<file path="config.mk">
export PLATFORM = sky130hd
export DESIGN_NAME = conv_input_ctrl
export DESIGN_NICKNAME = d
export VERILOG_FILES = /design/src/rtl/conv_input_ctrl.sv
export SDC_FILE = /design/constraint.sdc
export NUM_CORES = 1
export LEC_CHECK = 0
export ABC_AREA = 1
export CAP_MARGIN = 10
export CORE_MARGIN = 3
export CORE_UTILIZATION = 45
export CTS_CLUSTER_SIZE = 28
export DETAILED_ROUTE_END_ITERATION = 10
export PLACE_DENSITY = 0.59
export SLEW_MARGIN = 20
export SYNTH_ARGS = -nofsm -noshare
export SYNTH_HDL_FRONTEND = slang
export SYNTH_SLANG_ARGS = --single-unit
</file>
<file path="constraint.sdc">
create_clock -name clk -period 4.74 [get_ports clk]
set_input_delay 1.185 -clock clk [delete_from_list [all_inputs] [get_ports clk]]
set_output_delay 1.185 -clock clk [all_outputs]
set_load 0.02 [all_outputs]
</file>
<file path="src/rtl/conv_input_ctrl.sv">
// conv_input_ctrl
//   Front end for the conversion display stage. Synchronises and debounces
//   three active-low pushbuttons, latches the selected display mode
//   (BIN/DEC/HEX) so it holds after release, and produces a 4-bit value from a
//   free-running prescaled up/down counter.
//
// Ports
//   clk        system clock, rising edge
//   rst        asynchronous active-high reset
//   btn_n[2:0] raw active-low buttons: [0]=BIN [1]=DEC [2]=HEX
//   run        counter steps on ticks when 1
//   up         count direction: 1 up, 0 down
//   clr        holds counter and prescaler at 0 when 1
//   mode_out   latched mode, active-low one-hot (3'b111 = none selected)
//   value_out  current counter value
//   tick_out   one-cycle pulse on each counter step

// conv_input_db
//   One button lane: 2-flop synchroniser, stable-count debouncer, and
//   falling-edge (press) detection on the debounced state.
//
// Ports
//   clk, rst   as above
//   btn_n_raw  raw active-low button
//   press      one-cycle pulse when the debounced state falls 1->0
module conv_input_db #(
    parameter int DEBOUNCE_CYCLES = 500000
) (
    input  logic clk,
    input  logic rst,
    input  logic btn_n_raw,
    output logic press
);
    localparam int CW = $clog2(DEBOUNCE_CYCLES);

    logic [1:0]    sync_q, sync_d;
    logic          db_q, db_d;
    logic          db_prev_q, db_prev_d;
    logic [CW-1:0] cnt_q, cnt_d;

    always_comb begin
        sync_d    = {sync_q[0], btn_n_raw};
        db_prev_d = db_q;
        db_d      = db_q;
        cnt_d     = '0;
        // Count only while the synced input disagrees; any agreement restarts.
        if (sync_q[1] != db_q) begin
            if (cnt_q == CW'(DEBOUNCE_CYCLES - 1)) begin
                db_d = sync_q[1];
            end else begin
                cnt_d = cnt_q + CW'(1);
            end
        end
    end

    always_ff @(posedge clk or posedge rst) begin
        if (rst) begin
            sync_q    <= 2'b11;
            db_q      <= 1'b1;
            db_prev_q <= 1'b1;
            cnt_q     <= '0;
        end else begin
            sync_q    <= sync_d;
            db_q      <= db_d;
            db_prev_q <= db_prev_d;
            cnt_q     <= cnt_d;
        end
    end

    assign press = db_prev_q & ~db_q;
endmodule

module conv_input_ctrl #(
    parameter int DEBOUNCE_CYCLES = 500000,
    parameter int TICK_CYCLES     = 50000000
) (
    input  logic       clk,
    input  logic       rst,
    input  logic [2:0] btn_n,
    input  logic       run,
    input  logic       up,
    input  logic       clr,
    output logic [2:0] mode_out,
    output logic [3:0] value_out,
    output logic       tick_out
);
    // Keep at least one prescaler bit so TICK_CYCLES=1 still elaborates.
    localparam int PW = (TICK_CYCLES > 1) ? $clog2(TICK_CYCLES) : 1;

    logic [2:0]    press;
    logic [2:0]    ctl_s1_q, ctl_s1_d;   // {clr, up, run}
    logic [2:0]    ctl_s2_q, ctl_s2_d;
    logic [2:0]    mode_q, mode_d;
    logic [PW-1:0] presc_q, presc_d;
    logic [3:0]    value_q, value_d;
    logic          tick_q, tick_d;
    logic          run_s, up_s, clr_s;

    for (genvar i = 0; i < 3; i++) begin : g_btn
        conv_input_db #(.DEBOUNCE_CYCLES(DEBOUNCE_CYCLES)) u_db (
            .clk       (clk),
            .rst       (rst),
            .btn_n_raw (btn_n[i]),
            .press     (press[i])
        );
    end

    assign run_s = ctl_s2_q[0];
    assign up_s  = ctl_s2_q[1];
    assign clr_s = ctl_s2_q[2];

    always_comb begin
        ctl_s1_d = {clr, up, run};
        ctl_s2_d = ctl_s1_q;

        // Highest-numbered press wins; releases never touch the mode.
        mode_d = mode_q;
        if (press[2])      mode_d = 3'b011;
        else if (press[1]) mode_d = 3'b101;
        else if (press[0]) mode_d = 3'b110;

        presc_d = presc_q;
        value_d = value_q;
        tick_d  = 1'b0;
        if (clr_s) begin
            presc_d = '0;
            value_d = 4'd0;
        end else if (run_s) begin
            if (presc_q == PW'(TICK_CYCLES - 1)) begin
                presc_d = '0;
                tick_d  = 1'b1;
                value_d = up_s ? value_q + 4'd1 : value_q - 4'd1;
            end else begin
                presc_d = presc_q + PW'(1);
            end
        end
    end

    always_ff @(posedge clk or posedge rst) begin
        if (rst) begin
            ctl_s1_q <= '0;
            ctl_s2_q <= '0;
            mode_q   <= 3'b111;
            presc_q  <= '0;
            value_q  <= '0;
            tick_q   <= 1'b0;
        end else begin
            ctl_s1_q <= ctl_s1_d;
            ctl_s2_q <= ctl_s2_d;
            mode_q   <= mode_d;
            presc_q  <= presc_d;
            value_q  <= value_d;
            tick_q   <= tick_d;
        end
    end

    assign mode_out  = mode_q;
    assign value_out = value_q;
    assign tick_out  = tick_q;
endmodule

</file>
; Yosys cells after proc, flatten, opt, wreduce, memory -nomap -nowiden
; Index checks and enable logic that the tools add are counted.
[totals]
inputBits = 8
output_inout_bits = 8
elab_cells = 63
regBits = 109
[op_classes]
n_mux = 19
n_eq_ne = 7
add_sub_neg = 6
n_bitwise = 6
n_reduce_logical = 7
[op_table]
columns = op, count
row1 = $mux 19, 6
row2 = $mux 26, 3
row3 = $add 19x1->19 const B, 3
row4 = $eq 19x19->1 const B, 3
row5 = $add 26x1->26 const B, 1
row6 = $eq 26x26->1 const B, 1
row7 = $mux 4, 4
row8 = $mux 3, 3
row9 = $reduce_and 2->1, 4
row10 = $add 4x1->4 const B, 1
row11 = $reduce_bool 2->1, 2
row12 = $sub 4x1->4 const B, 1
row13 = $and 1x1->1, 3
row14 = $mux 1, 3
row15 = $ne 1x1->1, 3
row16 = $not 1->1, 3
row17 = $reduce_bool 3->1, 1

; Longest topological paths before layout
; Gate-level depths: netlist of the first run.
[depth]
depth_word = 5
mapped_depth = 11
ltp_nobuf = 10

; By module
; From an unflattened synthesis of the first run, not the netlist that was laid out.
[unflattened]
hier_cells = 765
hier_area_um2 = 6104.6
[modules_own_cells]
columns = mod, seq_area_each_um2, cells_each, area_each_um2, n_inst
row1 = conv_input_db, 580.6, 154, 1265.0, 3
row2 = conv_input_ctrl, 1004.7, 303, 2309.7, 1

; Least setup slack after synthesis of the first run
; Ideal clock, no wire load.
[synth_timing]
path_type = register to output
from = register mode_q[2], in the netlist mode_out[2]
to = output mode_out[2]
stages_incl_launch_ff = 1
path_buffers = 0
path_slack_ns = 2.992
arrival_time_ns = 0.563
required_ns = 3.555
path_cell_list = dfstp_2
[synth_rtl]
columns = item, line_no
row1 = from (decl), 93  ; logic [2:0] mode_q, mode_d;
row2 = from (signal assigned), 150  ; mode_q <= mode_d;
row3 = to (decl), 83  ; output logic [2:0] mode_out,
; No word-level cell between the ends.

; Worst setup path after layout of the first run
[layout_timing]
from = register mode_q[1], in the netlist mode_out[1]
to = output mode_out[1]
; No word-level cell between the ends.

==> metrics.md, run 1 <==
| Metric | Value |
|---|---|
| Fmax achieved | `374.8 MHz` |
| Post-synth top area cell | `dfrtp_1` |
| Fin. max-slew vios | `0` |
| Synthesized area per cell | `7.863 sq um` |
| Antenna cells | `0` |
| Clock share of power | `41.0%` |
| Area grow syn2layout | `11.34%` |
| Maximum vdd drop | `0.2909 mV` |
| Root Driver | `clkbuf_16` |
| Slew @ Worst Pin | `710.3 ps` |
| Gr ovfl total | `0` |
| Power Density | `294.2 nW/um^2` |
| Startpoint Class | `flop` |
| P_int | `1.426 mW` |
| Starting Density | `46.62%` |
| Crit path max fanout | `2` |
| Asr flop ratio synth | `100.0%` |
| Clock sink total | `109` |
| Die area | `14040 sq um` |
| Die W | `118.5 um` |
| Layout Cells excl Fill | `920` |
| DRC viols | `0` |
| Status | `finished clean` |
| Register share of total power | `52.2%` |
| Cell area after layout | `6339 sq um` |
| Post-layout min period | `2668 ps` |
| Mapped Area | `5693 sq um` |
| Hold Buf Count CTS | `0` |
| CTS tree | `yes` |
| Top-area cell type share of the netlist area | `41.32%` |
| CP max stage cell | `clkdlybuf4s50_1` |
| Finished Core Util | `51.91%` |
| Crit path largest cell delay | `600 ps` |
| Switching part of the total | `23.52%` |
| Routed len/inst | `12.41 um` |
| Initial antenna violation count | `0` |
| Clock latency reported for the late side of the worst-skew pair | `350 ps` |
| CP startpoint | `mode_out[1]$_DFFE_PP1P_` |
| Post-CTS Resized | `0` |
| Synthesized instance count | `724` |
| # IOs | `16` |
| Final wirelength | `11420 um` |
| Yosys warnings | `0` |
| Library cells used by synthesis | `40` |
| Routed vias/inst | `4.987` |
| Net switching power | `438.6 uW` |
| Number of global-route vias before repair | `4239` |
| CTS Buffer Depth | `2` |
| DRT iter0 DRCs | `363` |
| Dominant cells by area after synthesis | `dfrtp_1, nand2_1, nor2_1` |
| Vias post-DR | `4588` |
| Critical path capture point type | `output pin` |
| Slew HR | `52.65%` |
| Hpwl dp | `8456 um` |
| CTS clock-pin slew for the worst setup and hold paths | `70 ps` |
| Final Hold Vio Count | `0` |
| Sequential area share after synthesis | `48.24%` |
| Largest delay contributor family on the critical path | `buffers and inverters` |
| Max Cap Violations | `0` |
| Synth Register Bits | `109` |
| Num CTS Buffers | `9` |
| Hold crit path type | `reg2reg` |
| Largest net degree at the start of global routing | `60` |
| Worst EP arrival | `1480 ps` |
| Critical path class | `reg2out` |
| Placed Area | `6037 sq um` |
| Placed instance count | `904` |
| First-pass GRT wire length | `19780 um` |
| RR Startpoint | `g_btn[1].u_db.cnt_q[0]$_DFF_PP0_` |
| RD Place Congestion | `0.8770` |
| Worst Path Required | `3560 ps` |
| Setup bufs post-CTS | `0` |
| DRT Pass-1 Iters | `6` |
| RSZ-0062 raised after global routing | `no` |
| Mapped Nets | `739` |
| Critical path cell sequence | `clkdlybuf4s50_1` |
| Setup_tns | `0 ps` |
| H-Tree Depth | `3` |
| LEAKAGE | `2.737 nW` |
| Height of the die | `118.5 um` |
| Buffers on Ports | `15` |
| Buffers and inverters on the worst path | `1` |
| Total track usage | `16.99%` |
| Layout fillers | `1233` |
| Main synth FF type | `dfrtp_1` |
| Final nets | `762` |
| EDFF count, synth | `0` |
| Clk_skew | `10.60 ps` |
| Tcrit/Tclk final | `56.30%` |
| Core Rows | `40` |
| Antenna viol nets, final | `0` |
| CORE AREA | `12210 sq um` |
| Logic pwr share | `6.9%` |
| Layout cells sized above 1 | `7.846%` |
| Setup violators final | `0` |
| Min-delay src | `ctl_s1_q[0]$_DFF_PP0_` |
metal layers:
metal / vias to the layer above / track usage (%) / wire length [um]
met5: - / 0 / 0
met1: 2158 / 23.58 / 5555
li1: 2355 / - / -
met4: 0 / 4.707 / 143
met3: 10 / 3.636 / 384
met2: 65 / 27.05 / 5334
cells by family after synthesis:
kind of cell               synth area share [%]
AOI/OAI and AO/OA                         4.396
DFF                                       48.24
and+or+nand+nor                           33.54
adders and majority gates                 1.670
buffers and inverters                     6.923
xor gates and xnor gates                  5.231
worst paths after layout:
| kind | depth (start not counted) | to | slack (ps) |
|---|---|---|---|
| setup / recovery | 1 | mode_out[1] | 2070 |
| max in group asynchronous | 3 | g_btn[1].u_db.db_prev_q$_DFF_PP1_ | 2560 |
| min in group asynchronous | 2 | presc_q[20]$_DFFE_PP0P_ | 1320 |
| setup reg to reg | 6 | g_btn[1].u_db.cnt_q[13]$_DFF_PP0_ | 2920 |
| hold / removal | 0 | ctl_s2_q[0]$_DFF_PP0_ | 350 |
| hold reg to reg | 0 | ctl_s2_q[0]$_DFF_PP0_ | 350 |
Yosys cell counts (all sizes together), types with 4 or more instances:
cell   number
a21oi      20
buf         5
dfrtp      94
dfstp      15
ha          6
inv        92
nand2     156
nand3      51
nand4      31
nor2      157
nor3       28
nor3b       4
o21ai      15
xnor2       8
xor2       26
flip-flops by register name, summed over array words and instances (netlist names), 4 cells and up:
| register | count |
|---|---|
| g_btn.u_db.cnt_q | 57 |
| presc_q | 26 |
| g_btn.u_db.sync_q | 6 |
| value_out | 4 |
area by class of cell:
type                       instances  area (sq um)  share of cell area [%]
clock inverter                     5         58.81                  0.9278
multi-input combinational        516          2552                   40.27
timing repair buffer              17         165.2                   2.606
inverter                          94         362.8                   5.724
clock buffer                      11         242.7                   3.829
tap                              168         210.2                   3.316
sequential                       109          2746                   43.33
placed cells by master, fill, tap and decap left out, types with 2 or more instances in the layout:
cell type	synthesis	routed
nand2_1	151	151
nor2_1	147	147
dfrtp_1	94	94
inv_1	88	87
nand3_1	50	50
nand4_1	28	28
nor3_1	27	27
xor2_1	26	26
a21oi_1	20	20
dfstp_2	15	15
clkdlybuf4s50_1	0	15
o21ai_0	14	14
clkbuf_16	0	9
xnor2_1	8	8
nor2_2	6	6
ha_1	6	6
nor2_4	4	4
nor3b_1	4	4
nand2_2	3	3
nand4_2	3	3
a211oi_1	3	3
o21bai_1	2	2
inv_4	1	2
inv_2	2	2
nand2_4	2	2
inv_6	1	2
clkinv_1	2	2
clkinvlp_4	0	2
buf_4	1	2
power by group through the flow:
stage	clock network (mW)	registers, mW	logic [mW]
floorplan	0	0.995	0.0792
global placement	0	0.989	0.128
detailed placement	0	0.991	0.131
CTS	0.794	0.973	0.132
global route	0.830	0.975	0.145
finish	0.764	0.973	0.128
stage by stage:
step	setup WS (ps)	hold WS (ps)	total power, mW
finish	2072	346.8	1.865
global placement	2136	334.8	1.117
detailed placement	2105	336.3	1.122
global route	2028	355.4	1.951
CTS	2051	351.8	1.899
floorplan	705.9	331.2	1.074
No activity file was read; power rests on OpenSTA's default activity.
==> run 2, diff against run 1 <==
PLACE_DENSITY = 0.62   (was 0.59)
clock period = 2.32 ns   (was 4.74 ns; I/O delays follow)
==> run 2 against run 1 <==
Against the previous run: count of clock-buffer cells in the layout fell by 1; clock power rose by 88%; die area did not move; largest cell class unchanged; highest routed layer unchanged.
==> metrics.md, run 2 (synthesized netlist as in run 1, its figures left out) <==
| Metric | Value |
|---|---|
| Area grow syn2layout | `11.52%` |
| Die area | `14040 sq um` |
| Die W | `118.5 um` |
| Biggest register | `g_btn.u_db.cnt_q` |
| Max reg flops | `57` |
| Fin. max-slew vios | `0` |
| Final wirelength | `11630 um` |
| Core Rows | `40` |
| Net switching power | `895.6 uW` |
| Largest regs | `g_btn.u_db.cnt_q x57, presc_q x26, g_btn.u_db.sync_q x6` |
| Register share of total power | `53.8%` |
| Max Cap Violations | `0` |
| Critical path capture point type | `output pin` |
| Critical path class | `reg2out` |
| DRT Pass-1 Iters | `5` |
| Post-CTS Resized | `0` |
| CORE AREA | `12210 sq um` |
| DRC viols | `0` |
| Number of global-route vias before repair | `4562` |
| Fmax achieved | `484.2 MHz` |
| Clock sink total | `109` |
| Power Density | `582.8 nW/um^2` |
| Slew HR | `60.68%` |
| Root Driver | `clkbuf_16` |
| Clk_skew | `5.867 ps` |
| Crit path largest cell delay | `610 ps` |
| Hpwl dp | `8619 um` |
| Tcrit/Tclk final | `89.02%` |
| Worst Path Required | `1740 ps` |
| Antenna cells | `0` |
| CTS Buffer Depth | `2` |
| Worst reg2reg path depth | `6` |
| Critical path cell sequence | `clkdlybuf4s50_1` |
| Logic pwr share | `7.4%` |
| Total track usage | `17.53%` |
| Num CTS Buffers | `9` |
| Status | `finished clean` |
| Antenna viol nets, final | `0` |
| Placed instance count | `905` |
| Clock share of power | `38.9%` |
| Clock latency reported for the late side of the worst-skew pair | `350 ps` |
| CTS clock-pin slew for the worst setup and hold paths | `70 ps` |
| Routed vias/inst | `5.038` |
| Final nets | `763` |
| Hold Buf Count CTS | `0` |
| Initial antenna violation count | `0` |
| # IOs | `16` |
| Slew @ Worst Pin | `585.8 ps` |
| First-pass GRT wire length | `20540 um` |
| CTS tree | `yes` |
| WP depth | `1` |
| H-Tree Depth | `3` |
| Hold path cells | `0` |
| Vias post-DR | `4640` |
| Commonest non-fill, non-tap cell in the layout | `nand2_1` |
| Setup_tns | `0 ps` |
| Hold crit path type | `reg2reg` |
| CP max stage cell | `clkdlybuf4s50_1` |
| Setup bufs post-CTS | `0` |
| P_int | `2.804 mW` |
| Cell area after layout | `6349 sq um` |
| Startpoint Class | `flop` |
| Starting Density | `46.62%` |
| DRT iter0 DRCs | `263` |
| LEAKAGE | `2.739 nW` |
| Post-layout min period | `2065 ps` |
| RSZ-0062 raised after global routing | `no` |
| Buffers on Ports | `15` |
| Maximum vdd drop | `0.3392 mV` |
| Switching part of the total | `24.21%` |
| Buffers and inverters on the worst path | `1` |
| Routed len/inst | `12.63 um` |
| Commonest non-fill, non-tap cells in the layout | `nand2_1, nor2_1, dfrtp_1` |
| Placed Area | `6071 sq um` |
| Height of the die | `118.5 um` |
| Largest net degree at the start of global routing | `43` |
| Crit path max fanout | `2` |
| Largest delay contributor family on the critical path | `buffers and inverters` |
| Worst EP arrival | `1490 ps` |
| Final Hold Vio Count | `0` |
| Setup violators final | `0` |
| Layout cells sized above 1 | `8.101%` |
| Gr ovfl total | `0` |
| RD Place Congestion | `0.9324` |
| Layout Cells excl Fill | `921` |
[run 2: final cells by class]
cell class	instances	area, sq um
Clock buffer	10	239.0
Clock inverter	6	38.79
Fill cell	1187	5863
Inverter	94	364.1
Multi-Input combinational cell	516	2552
Sequential cell	109	2746
Tap cell	168	210.2
Timing Repair Buffer	18	197.7
[run 2: metal layers]
layer	up-vias	track usage (%)	routed length, um	part of all wire [%]
met5	-	0	0	0
met4	0	7.458	248	2.1
met3	20	2.727	423	3.6
met2	86	28.83	5449	47
met1	2178	23.09	5511	47
li1	2356	-	-	-
[run 2: power by group through the flow]
stage / Combinational, mW / Sequential [mW] / Clock (mW)
4_1_cts: 0.279 / 1.99 / 1.49
3_5_place_dp: 0.279 / 2.03 / 0
3_3_place_gp: 0.267 / 2.02 / 0
5_1_grt: 0.310 / 2.00 / 1.57
2_1_floorplan: 0.162 / 2.03 / 0
6_report: 0.272 / 1.99 / 1.44
[run 2: worst paths after layout]
path	slack [ps]	to	from
min reg2reg	350	ctl_s2_q[1]$_DFF_PP0_	ctl_s1_q[1]$_DFF_PP0_
max in group asynchronous	1090	g_btn[2].u_db.sync_q[0]$_DFF_PP1_	rst
min	350	ctl_s2_q[1]$_DFF_PP0_	ctl_s1_q[1]$_DFF_PP0_
max	250	mode_out[1]	mode_out[1]$_DFFE_PP1P_
max reg2reg	510	g_btn[1].u_db.cnt_q[13]$_DFF_PP0_	g_btn[1].u_db.cnt_q[0]$_DFF_PP0_
min in group asynchronous	600	value_out[0]$_DFFE_PP0P_	rst
[run 2: per-stage QoR]
step                      util [%]  power (mW)  hold slack [ps]  setup slack (ps)
after floorplan                  -       2.196            331.2             436.8
after global placement       49.71       2.290            333.9             530.3
after detailed placement     49.71       2.304            337.3             496.3
after CTS                    51.99       3.762            352.8             228.5
after global routing         51.99       3.874            354.1             209.7
final                        51.99       3.700            350.4             254.7
